[src/rtl/match_collector_if.sv]
`default_nettype none
// ----------------------------------------------------------------------------
// match_collector_if : match-vector input and position-output handshake bundle
// rev 1.0
// ----------------------------------------------------------------------------
interface match_collector_if #(
  parameter int CHUNK_W = 16,
  parameter int CNT_W   = 16
);
  logic                 in_valid;
  logic                 in_ready;
  logic [16:0]          in_match;
  logic                 in_last;
  logic                 out_valid;
  logic                 out_ready;
  logic [CHUNK_W+3:0]   out_pos;
  logic [CNT_W-1:0]     match_count;
  logic                 done;

  modport slave (
    input  in_valid, in_match, in_last, out_ready,
    output in_ready, out_valid, out_pos, match_count, done
  );

  modport master (
    output in_valid, in_match, in_last, out_ready,
    input  in_ready, out_valid, out_pos, match_count, done
  );
endinterface
`default_nettype wire

[src/rtl/match_collector.sv]
`default_nettype none
// ----------------------------------------------------------------------------
// match_collector : serialises per-chunk match flags into ascending positions
// rev 1.0
// ----------------------------------------------------------------------------
module match_collector #(
  parameter int CHUNK_W = 16,
  parameter int CNT_W   = 16
) (
  input  wire logic          clk,
  input  wire logic          reset,
  match_collector_if.slave   bus
);

  localparam logic [1:0] S_IDLE  = 2'd0;
  localparam logic [1:0] S_DRAIN = 2'd1;
  localparam logic [1:0] S_DONE  = 2'd2;

  logic [1:0]          state;
  logic [CHUNK_W-1:0]  chunk;
  logic [16:0]         pending;
  logic                last_q;
  logic [CNT_W-1:0]    count;

  logic                in_xfer;
  logic                out_xfer;
  logic [16:0]         mask;
  logic [4:0]          low_idx;
  logic [16:0]         pending_next;
  logic [CNT_W-1:0]    count_inc;

  assign in_xfer  = bus.in_valid && (state == S_IDLE);
  assign out_xfer = bus.out_ready && (state == S_DRAIN);

  // Bit 16 aliases the next chunk's bit 0, so it only counts on the final chunk.
  assign mask = bus.in_last ? bus.in_match : {1'b0, bus.in_match[15:0]};

  always_comb begin
    low_idx = 5'd0;
    for (int k = 16; k >= 0; k--) begin
      if (pending[k]) begin
        low_idx = 5'(k);
      end
    end
  end

  assign pending_next = pending & (pending - 17'd1);
  assign count_inc    = (count == {CNT_W{1'b1}}) ? count : count + CNT_W'(1);

  always_ff @(posedge clk) begin
    if (reset) begin
      state   <= S_IDLE;
      chunk   <= '0;
      pending <= '0;
      last_q  <= 1'b0;
      count   <= '0;
    end else begin
      case (state)
        S_IDLE: begin
          if (in_xfer) begin
            if (mask == 17'd0) begin
              if (bus.in_last) begin
                state <= S_DONE;
              end else begin
                chunk <= chunk + CHUNK_W'(1);
              end
            end else begin
              pending <= mask;
              last_q  <= bus.in_last;
              state   <= S_DRAIN;
            end
          end
        end
        S_DRAIN: begin
          if (out_xfer) begin
            pending <= pending_next;
            count   <= count_inc;
            if (pending_next == 17'd0) begin
              if (last_q) begin
                state <= S_DONE;
              end else begin
                chunk <= chunk + CHUNK_W'(1);
                state <= S_IDLE;
              end
            end
          end
        end
        S_DONE: begin
          state   <= S_IDLE;
          chunk   <= '0;
          pending <= '0;
          last_q  <= 1'b0;
          count   <= '0;
        end
        default: begin
          state <= S_IDLE;
        end
      endcase
    end
  end

  assign bus.in_ready    = (state == S_IDLE);
  assign bus.out_valid   = (state == S_DRAIN);
  assign bus.done        = (state == S_DONE);
  assign bus.match_count = count;
  // Position is purely a function of registered state, so it holds during stalls.
  assign bus.out_pos     = {chunk, 4'b0000} + (CHUNK_W + 4)'(low_idx);

endmodule
`default_nettype wire

[src/flat_wrapper.sv]
// flat-port wrapper written by rule: the top's interface ports become plain ports
module match_collector_flat 
#(
  parameter int CHUNK_W = 16,
  parameter int CNT_W   = 16
)
  (clk, reset, bus_in_valid, bus_in_match, bus_in_last, bus_out_ready, bus_in_ready, bus_out_valid, bus_out_pos, bus_match_count, bus_done);
  match_collector_if #(.CHUNK_W(CHUNK_W), .CNT_W(CNT_W)) bus_i ();
  input  wire logic clk;
  input  wire logic reset;
  input wire logic [$bits(bus_i.in_valid)-1:0] bus_in_valid;
  input wire logic [$bits(bus_i.in_match)-1:0] bus_in_match;
  input wire logic [$bits(bus_i.in_last)-1:0] bus_in_last;
  input wire logic [$bits(bus_i.out_ready)-1:0] bus_out_ready;
  output wire logic [$bits(bus_i.in_ready)-1:0] bus_in_ready;
  output wire logic [$bits(bus_i.out_valid)-1:0] bus_out_valid;
  output wire logic [$bits(bus_i.out_pos)-1:0] bus_out_pos;
  output wire logic [$bits(bus_i.match_count)-1:0] bus_match_count;
  output wire logic [$bits(bus_i.done)-1:0] bus_done;
  assign bus_i.in_valid = bus_in_valid;
  assign bus_i.in_match = bus_in_match;
  assign bus_i.in_last = bus_in_last;
  assign bus_i.out_ready = bus_out_ready;
  assign bus_in_ready = bus_i.in_ready;
  assign bus_out_valid = bus_i.out_valid;
  assign bus_out_pos = bus_i.out_pos;
  assign bus_match_count = bus_i.match_count;
  assign bus_done = bus_i.done;
  match_collector #(.CHUNK_W(CHUNK_W), .CNT_W(CNT_W)) u_core (.clk(clk), .reset(reset), .bus(bus_i));
endmodule
[config.mk]
export PLATFORM = sky130hd
export DESIGN_NAME = match_collector_flat
export DESIGN_NICKNAME = d
export VERILOG_FILES = /design/src/rtl/match_collector_if.sv /design/src/rtl/match_collector.sv /design/src/flat_wrapper.sv
export SDC_FILE = /design/constraint.sdc
export NUM_CORES = 1
export LEC_CHECK = 0
export CAP_MARGIN = 5
export CORE_ASPECT_RATIO = 0.75
export CORE_UTILIZATION = 40
export DETAILED_ROUTE_END_ITERATION = 7
export HOLD_SLACK_MARGIN = 0.03
export SLEW_MARGIN = 40
export SYNTH_ARGS = -nofsm -noshare
export SYNTH_HDL_FRONTEND = slang
export SYNTH_SLANG_ARGS = --single-unit
[constraint.sdc]
create_clock -name clk -period 3.11 [get_ports clk]
set_input_delay 0.311 -clock clk [delete_from_list [all_inputs] [get_ports clk]]
set_output_delay 0.311 -clock clk [all_outputs]
set_load 0.005 [all_outputs]
==> results.cfg, run 1 <==
[run_status]
outcome = completed

[worst_setup_path]
required_ns = 3.36
worst-setup-path-type = reg2reg
cp_max_fo = 8
cp-start-kind = register
crit_path_end_kind = register
worstPathArrival_ns = 3.26

[clocking]
cts_hold_buf = 0
clockBufferDepth = 2
cts-root-buf = clkbuf_8
clkSinkCount = 52
cts.clk_slew.worst_paths_ns = 0.10
cts_tree = done
cts_inserted_buffers = 5
ctsHtreeMaxLevel = 2
worstSkewPairLatency_ns = 0.31

[pwr]
intPower_mw = 1.494
ir_worst_vdd_uv = 348.1
p_total_mw = 2.496
p_comb_share_pct = 50.4
leakagePower_nw = 1.537
clock_power_share_pct = 16.5
seqPwrFrac_pct = 33.2
p_sw_mw = 1.002
cellPowerDensity_mw_per_mm2 = 581.9
power_switching_share_pct = 40.16

[global_routing]
grt_pass1_wl_um = 15650
grtUsageTotal_pct = 23.09
grt_max_degree = 31
antenna_found_initial = 0
grt_overflow = 0
grt_pass1_vias = 3143

[route]
firstDrtPassIters = 5
route.detailed.drc = 0
dr_total_vias = 3450
wl_met2_um = 4219
via_per_inst = 5.857
wirelength_um = 9826
drt_iter0_drc = 281
met1_length_um = 4857
drtAntennaViolNets = 0
wire_per_inst_um = 16.68
topRoutingLayerUsed = met4
met3RoutedLength_um = 638

[floorplan]
die_x_um = 105.7
coreArea_sq_mm = 0.007567
rows = 27
die_h_um = 79.80
pin_count = 61
start_util_pct = 42.66
die_area_sq_mm = 0.008437

[yosys]
yosys.area.top_type = dfxtp_1
async_reset_ff_share_pct = 0
yosys.area.top_type_share_pct = 32.25
synth_area_sq_mm = 0.003228
syn_nets = 450
ys_types = 49
ys_seq_area_share_pct = 32.25
synth-edff-count = 0
synth.area.top_cells = dfxtp_1 (32%), xnor2_1 (5.7%), nor2_1 (5.5%)
synth_flop_cell = dfxtp_1
synth_warnings = 0
ys_ff_latch = 52
syn_inst = 419
syn_area_per_cell_sq_um = 7.704

[job]
max-cap-violations = 0

[sta]
hold_violations = 0
tightest_slew_ns = 0.7291
finalCritPeriodShare_pct = 96.78
setup_viol = 0
relSlewSlack_pct = 50.77
max_freq_mhz = 332.2
min_period_ns = 3.010
rsz0062_at_grt = true
fin_skew_ns = 0.01261
tns_ns = 0
slew_violations = 0

[finish]
fillers = 733
layout-area-overhead-vs-synth_pct = 32.87
multi_input_area_sq_mm = 0.002095
num_antenna_cells = 0
nets = 518
drive_gt1_share_pct = 13.11
seq_area_sq_mm = 0.001045

[hold_path]
worstHoldPathType = reg2reg

[place]
dp_hpwl_um = 6974
gp_congestion = 0.9237
numPortBuffers = 60
state kept, by name, summed over array words and instances, names as in the netlist:
register	flops
u_core.state	2
u_core.pending	17
u_core.chunk	16
u_core.last_q	1
u_core.bus.match_count	16
worst paths after layout:
check / start / endpoint / slack [ns] / cells past startpoint
setup / recovery: u_core.pending[0] / u_core.chunk[15] / 0.10 / 8
hold / removal: u_core.last_q / u_core.last_q / 0.51 / 2
setup reg to reg: u_core.pending[0] / u_core.chunk[15] / 0.10 / 8
hold reg to reg: u_core.last_q / u_core.last_q / 0.51 / 2
logic make-up after synthesis:
| family | Yosys count | synth area share (%) |
|---|---|---|
| simple gates | 175 | 28.80 |
| compound gates | 109 | 21.43 |
| mux | 2 | 0.6202 |
| buf+inv | 43 | 5.504 |
| xor+xnor | 28 | 7.597 |
| flops | 52 | 32.25 |
| fa+ha+maj | 10 | 3.799 |
synthesized netlist by cell type (all sizes together), types with 2 or more instances:
cell type,count
and3,4
dfxtp,52
nand2b,6
nand2,22
o211ai,2
clkbuf,25
nand4,8
nand3b,3
a31oi,6
buf,4
o21ai,29
nor4,11
nor3,9
or4,12
or2,2
a21oi,30
a21bo,2
o31ai,9
mux2i,2
nor2,47
and2,5
a22oi,14
nand3,24
xnor2,21
o21a,2
or3,9
ha,9
o21bai,2
nor2b,5
inv,14
xor2,7
and4,6
o31a,2
a311oi,3
layout by cell type, fill, tap and decap left out, types with 4 or more instances in the layout:
master	n
nor2_1	46
nand4_1	8
a22oi_1	14
dfxtp_1	49
and3_1	4
and2_1	4
a31oi_1	5
o21ai_0	28
inv_1	14
or3_1	9
and4_1	6
xnor2_1	21
clkdlybuf4s50_1	56
or4_1	10
xor2_1	7
nor2b_1	4
a21oi_1	28
o31ai_1	9
nor4_1	7
ha_1	6
buf_4	27
clkbuf_8	5
nor3_1	9
nand2b_1	6
nand3_1	24
nand2_1	21
critical path: stages, from the launching register on:
cell      delay, ns
dfxtp_2        0.35
or4_4          0.60
o41ai_4        0.40
o211ai_1       0.16
nor4b_2        0.36
a31oi_2        0.21
buf_12         0.22
or4_1          0.51
a21oi_2        0.15
cell type report:
class | count | share of cell area, %
sequential | 52 | 24.36
clock inverter | 3 | 0.5251
tap | 101 | 2.946
timing repair buffer | 90 | 20.51
clock buffer | 5 | 1.604
inverter | 14 | 1.225
multi-input combinational | 324 | 48.83
metal layers:
metal  up-vias  GRT usage (%)
li1       1668              -
met1      1631          33.86
met2       139          34.71
met3        12          4.082
met4         0          5.417
met5         -              0
what timing repair did:
action	4_1_cts	5_1_grt
pin swaps	2	6
endpoints found under the setup margin	4	18
cloned	0	2
gates resized for setup	8	15
buffers inserted	0	1
per-stage QoR:
stage / util [%] / hold slack (ns) / instances / area (sq um) / setup slack [ns]
after floorplan: - / 0.4506 / 419 / 3228 / 0.2488
after global placement: 53.54 / 0.4768 / 578 / 4051 / 0.1742
after detailed placement: 53.57 / 0.4921 / 578 / 4054 / 0.1020
after CTS: 55.13 / 0.5068 / 586 / 4172 / 0.001964
after global routing: 56.68 / 0.5459 / 589 / 4289 / -0.06090
final: 56.68 / 0.5099 / 589 / 4289 / 0.1001
power groups by stage:
stage / Combinational (mW) / Sequential, mW / Clock, mW
finish: 1.26 / 0.828 / 0.411
global placement: 1.11 / 0.821 / 0
detailed placement: 1.11 / 0.825 / 0
floorplan: 0.677 / 0.798 / 0
CTS: 1.12 / 0.816 / 0.416
global route: 1.37 / 0.838 / 0.440
No activity file was read; power rests on OpenSTA's default activity.
==> run 2: changes to the inputs <==
--- a/config.mk
+++ b/config.mk
@@ -6,10 +6,14 @@
 export NUM_CORES = 1
 export LEC_CHECK = 0
 export CAP_MARGIN = 5
+export CELL_PAD_IN_SITES_DETAIL_PLACEMENT = 1
+export CELL_PAD_IN_SITES_GLOBAL_PLACEMENT = 1
 export CORE_ASPECT_RATIO = 0.75
-export CORE_UTILIZATION = 40
+export CORE_UTILIZATION = 38
+export CTS_CLUSTER_DIAMETER = 60
 export DETAILED_ROUTE_END_ITERATION = 7
 export HOLD_SLACK_MARGIN = 0.03
+export PLACE_DENSITY_LB_ADDON = 0.1
 export SLEW_MARGIN = 40
 export SYNTH_ARGS = -nofsm -noshare
 export SYNTH_HDL_FRONTEND = slang
==> results.cfg, run 2 (synthesis results as in run 1) <==
[worst_setup_path]
slowest_stage = dfxtp_1
reg2reg_depth = 11
r2r_end = u_core.chunk[10]
slowest_delay_ns = 0.32
worstPathArrival_ns = 2.66
crit_path_end_kind = output port
required_ns = 2.80
crit_chain = buf_4, nor4_4, nand3_2, nor2_2, and2_4, ha_2, ha_2, nand2_2, nor2_4, buf_4, nand3_1, xnor2_1, dlygate4sd2_1
timing.rr.start = u_core.pending[1]
cp-start-kind = register
rrSetupSlack_ns = 0.15
worst-setup-path-type = reg2out
cp_top_family = simple AND/OR/NAND/NOR gates
cp_max_fo = 7
crit_buf_inv = 3

[sta]
setup_viol = 0
finalCritPeriodShare_pct = 95.37
slew_violations = 0
fin_skew_ns = 0.008587
hold_violations = 0
max_freq_mhz = 337.1
rsz0062_at_grt = true
min_period_ns = 2.966
whs_ns = 0.4972
relSlewSlack_pct = 57.56
tightest_slew_ns = 0.6337

[route]
dr_total_vias = 3441
wirelength_um = 10310
via_per_inst = 5.822
drtAntennaViolNets = 0
firstDrtPassIters = 4
route.detailed.drc = 0
wire_per_inst_um = 17.45
drt_iter0_drc = 175

[clocking]
cts_tree = done
clkSinkCount = 52
clockBufferDepth = 2
ctsHtreeMaxLevel = 2
cts_inserted_buffers = 5
cts.clk_slew.worst_paths_ns = 0.07
cts_hold_buf = 0
worstSkewPairLatency_ns = 0.30
cts-root-buf = clkbuf_16

[global_routing]
grtUsageMet1_pct = 33.70
grtUsageTotal_pct = 24.82
gr-usage-met2_pct = 39.81
antenna_found_initial = 0
grt_most_used_layer = met2
grt_pass1_vias = 3386
grt_max_degree = 31
grt_overflow = 0
grtUsageMet3_pct = 5.317
grt_pass1_wl_um = 17070

[pwr]
seqPwrFrac_pct = 31.5
power_switching_share_pct = 39.31
leakagePower_nw = 1.510
intPower_mw = 1.571
p_sw_mw = 1.017
cellPowerDensity_mw_per_mm2 = 605.9
p_comb_share_pct = 46.4
ir_worst_vdd_uv = 324.7
clock_power_share_pct = 22.1

[floorplan]
coreArea_sq_mm = 0.008058
die_x_um = 108.4
die_area_sq_mm = 0.008871
pin_count = 61
die_h_um = 81.82
start_util_pct = 40.06
rows = 28

[finish]
layout_commonest_cell = clkdlybuf4s50_1
regMostFlops = u_core.pending
mostFrequentLayoutCells = clkdlybuf4s50_1 (56), dfxtp_1 (52), nor2_1 (45), a21oi_1 (30), o21ai_0 (28)
layout-area-overhead-vs-synth_pct = 32.33
drive_gt1_share_pct = 11.32
fillers = 987
num_antenna_cells = 0
nets = 516
fin_cells = 591
largest_reg_flops = 17

[job]
max-cap-violations = 0

[place]
dp_hpwl_um = 7505
placedCellCount = 580
numPortBuffers = 60
gp_congestion = 0.9158

[hold_path]
worstHoldPathCells = 2
worstHoldPathType = reg2reg
hp-start = u_core.chunk[15]
hold-path-endpoint = u_core.chunk[15]

[run_status]
outcome = completed
## run 2: worst reg2reg max path, cell delays in order, from the launching register on
cell and delay [ns]:
dfxtp_1 0.32, buf_4 0.16, nor4_4 0.33, buf_4 0.16, buf_4 0.12, nand2_1 0.14
o31a_1 0.33, nor4b_4 0.30, a31oi_2 0.16, buf_12 0.22, or4_1 0.50, a21oi_1 0.16
## run 2: timing repair
action / in CTS / in global routing
setup endpoints to repair: 12 / 13
pin swaps: 5 / 3
setup buffers: 2 / 1
gates resized for setup: 7 / 10
## run 2: worst max path at each step
stage / from / end / depth (start not counted)
6_report: u_core.pending[1] / bus_out_pos[18] / 13
5_1_grt: u_core.pending[1] / bus_out_pos[18] / 13
4_1_cts: u_core.pending[1] / bus_out_pos[18] / 13
2_1_floorplan: u_core.pending[0] / u_core.chunk[10] / 10
3_5_place_dp: u_core.pending[0] / bus_out_pos[18] / 12
3_3_place_gp: u_core.pending[8] / bus_out_pos[18] / 11
## run 2: power by group through the flow
stage | combinational, mW | sequential [mW] | clock, mW
final | 1.20 | 0.815 | 0.573
after global placement | 1.10 | 0.818 | 0
after floorplan | 0.677 | 0.798 | 0
after global routing | 1.32 | 0.825 | 0.610
after CTS | 1.16 | 0.811 | 0.593
after detailed placement | 1.12 | 0.822 | 0
## run 2: area by class of cell
cell class                 instances  area, sq um  area share, %
timing repair buffer              88        822.0          19.24
inverter                          14        52.55          1.230
tap                              105        131.4          3.076
multi-input combinational        324         2079          48.68
clock buffer                       6        128.9          3.017
clock inverter                     2        16.27         0.3808
sequential                        52         1041          24.37
## run 2: per-stage QoR
step                cell area [sq um]  power [mW]  utilization (%)  setup TNS [ns]  worst slack [ns]
floorplan                        3228       1.475                -               0            0.2488
global placement                 4041       1.915            50.16               0            0.1153
detailed placement               4044       1.941            50.19        -0.03888          -0.03888
CTS                              4224       2.562            52.42      -0.0006524        -0.0006524
global route                     4272       2.752            53.01        -0.09314          -0.04163
finish                           4272       2.588            53.01               0            0.1438
## run 2: metal layers
metal,part of all wire [%],wire (um)
met1,49,5061
met2,45,4604
met3,5.2,539
met4,1.0,104
met5,0,0
==> run 3: changes to the inputs <==
--- a/config.mk
+++ b/config.mk
@@ -12,6 +12,7 @@
 export CORE_UTILIZATION = 38
 export CTS_CLUSTER_DIAMETER = 60
 export DETAILED_ROUTE_END_ITERATION = 7
+export GPL_TIMING_DRIVEN = 0
 export HOLD_SLACK_MARGIN = 0.03
 export PLACE_DENSITY_LB_ADDON = 0.1
 export SLEW_MARGIN = 40
==> results.cfg, run 3 (synthesis results as in run 1) <==
[finish]
layout_commonest_cell = clkdlybuf4s50_1
largest_reg_flops = 17
drive_gt1_share_pct = 10.63
layout-area-overhead-vs-synth_pct = 34.19
nets = 519
num_antenna_cells = 0
regMostFlops = u_core.pending
mostFrequentLayoutCells = clkdlybuf4s50_1 (55), dfxtp_1 (49), nor2_1 (44), a21oi_1 (30), o21ai_0 (26)

[floorplan]
start_util_pct = 40.06
die_area_sq_mm = 0.008871
die_h_um = 81.82
coreArea_sq_mm = 0.008058
die_x_um = 108.4
rows = 28
pin_count = 61

[sta]
tightest_slew_ns = 0.7759
finalCritPeriodShare_pct = 97.64
hold_violations = 0
finalWorstSetupSlack_ns = 0.07334
relSlewSlack_pct = 47.45
max_freq_mhz = 329.3
setup_viol = 0
slew_violations = 0
min_period_ns = 3.037
fin_skew_ns = 0.007271

[place]
gp_congestion = 0.8346
numPortBuffers = 59
dp_hpwl_um = 7768
place_ws_ns = -0.7100

[clocking]
cts_inserted_buffers = 5
cts.clk_slew.worst_paths_ns = 0.08
cts-root-buf = clkbuf_16
cts_tree = done
clockBufferDepth = 2
ctsHtreeMaxLevel = 2
worstSkewPairLatency_ns = 0.30
cts_hold_buf = 0
clkSinkCount = 52

[route]
topRoutingLayerUsed = met4
wl_met2_um = 4814
dr_total_vias = 3492
wirelength_um = 10910
firstDrtPassIters = 4
drtAntennaViolNets = 0
wire_per_inst_um = 18.36
drt_iter0_drc = 205
met1_length_um = 5516
met3RoutedLength_um = 482
route.detailed.drc = 0
via_per_inst = 5.879

[global_routing]
grtUsageTotal_pct = 25.45
grt_max_degree = 19
grt_pass1_vias = 3479
antenna_found_initial = 0
grt_overflow = 0
grt_pass1_wl_um = 17540

[worst_setup_path]
cp-start-kind = register
cp_max_fo = 9
r2r_end = u_core.chunk[10]
worstPathArrival_ns = 3.26
required_ns = 3.34
reg2reg_depth = 13
worst-setup-path-type = reg2reg
timing.rr.start = u_core.pending[0]
crit_path_end_kind = register
rrSetupSlack_ns = 0.07

[hold_path]
worstHoldPathCells = 2
worstHoldPathType = in2reg
hp-start = reset
hold-path-endpoint = u_core.chunk[4]

[pwr]
p_total_mw = 2.725
leakagePower_nw = 1.494
ir_worst_vdd_uv = 384.9
cellPowerDensity_mw_per_mm2 = 629.2

[job]
max-cap-violations = 0

[run_status]
outcome = completed
run 3: cell count changes in the layout (fill, tap and decap cells not counted), moves of 3 or more:
cell | before | now
dfxtp_1 | 52 | 49
nor4_4 | 1 | 4
buf_4 | 27 | 10
ha_4 | 0 | 3
clkbuf_1 | 1 | 15
dfxtp_2 | 0 | 3
run 3: layout make-up:
cell class | count | area [sq um]
buffer | 22 | 115.1
clock buffer | 5 | 125.1
clock inverter | 3 | 27.53
fill | 983 | 3726
inverter | 14 | 52.55
multi-input combinational | 324 | 2166
sequential | 52 | 1045
tap | 105 | 131.4
timing repair buffer | 69 | 669.4
run 3: where the power goes:
| part | switching [mW] | internal [mW] |
|---|---|---|
| combinational | 0.689 | 0.570 |
| clock | 0.286 | 0.307 |
| sequential | 0.141 | 0.733 |
| total | 1.12 | 1.61 |
run 3: stage by stage:
| stage | cell area [sq um] | hold slack, ns | std cells | util (%) | TNS, ns |
|---|---|---|---|---|---|
| global route | 4332 | 0.4690 | 594 | 53.76 | -0.008187 |
| CTS | 4280 | 0.4154 | 594 | 53.12 | 0 |
| floorplan | 3228 | 0.4506 | 419 | - | 0 |
| detailed placement | 3950 | 0.5112 | 583 | 49.02 | -7.113 |
| finish | 4332 | 0.4127 | 594 | 53.76 | 0 |
| global placement | 3950 | 0.4764 | 583 | 49.02 | -5.298 |
run 3: worst max-delay path, cell delays in order, from the launching register on:
cell	delay (ns)
dfxtp_1	0.31
buf_6	0.13
nor4_4	0.34
buf_4	0.17
buf_4	0.09
buf_4	0.11
nand2_2	0.10
o31a_1	0.29
nor4b_2	0.26
buf_4	0.17
a31oi_4	0.11
buf_8	0.20
or4_1	0.52
a21oi_1	0.16
run 3: worst max path at each step:
stage	start	slack, ns	depth (start not counted)	end
floorplan	u_core.pending[0]	0.25	10	u_core.chunk[10]
global placement	u_core.pending[2]	-0.63	12	bus_out_pos[18]
detailed placement	u_core.pending[8]	-0.71	12	bus_out_pos[18]
CTS	u_core.pending[0]	0.003	11	u_core.chunk[0]
finish	u_core.pending[0]	0.07	13	u_core.chunk[10]
global route	u_core.pending[0]	-0.004	14	u_core.chunk[8]
run 3: timing repair:
action                                 4_1_cts  5_1_grt
endpoints found under the hold margin        0        0
pin swaps                                    6       13
buffers inserted                             6        3
gates cloned                                 1        0
gates resized for setup                     29       18
setup endpoints to repair                   32       29
run 3: per-layer routing:
layer  vias up  track usage, %
met3        12           4.048
li1       1661               -
met1      1743           36.43
met2        76           40.00
met4         0           5.811
met5         -               0
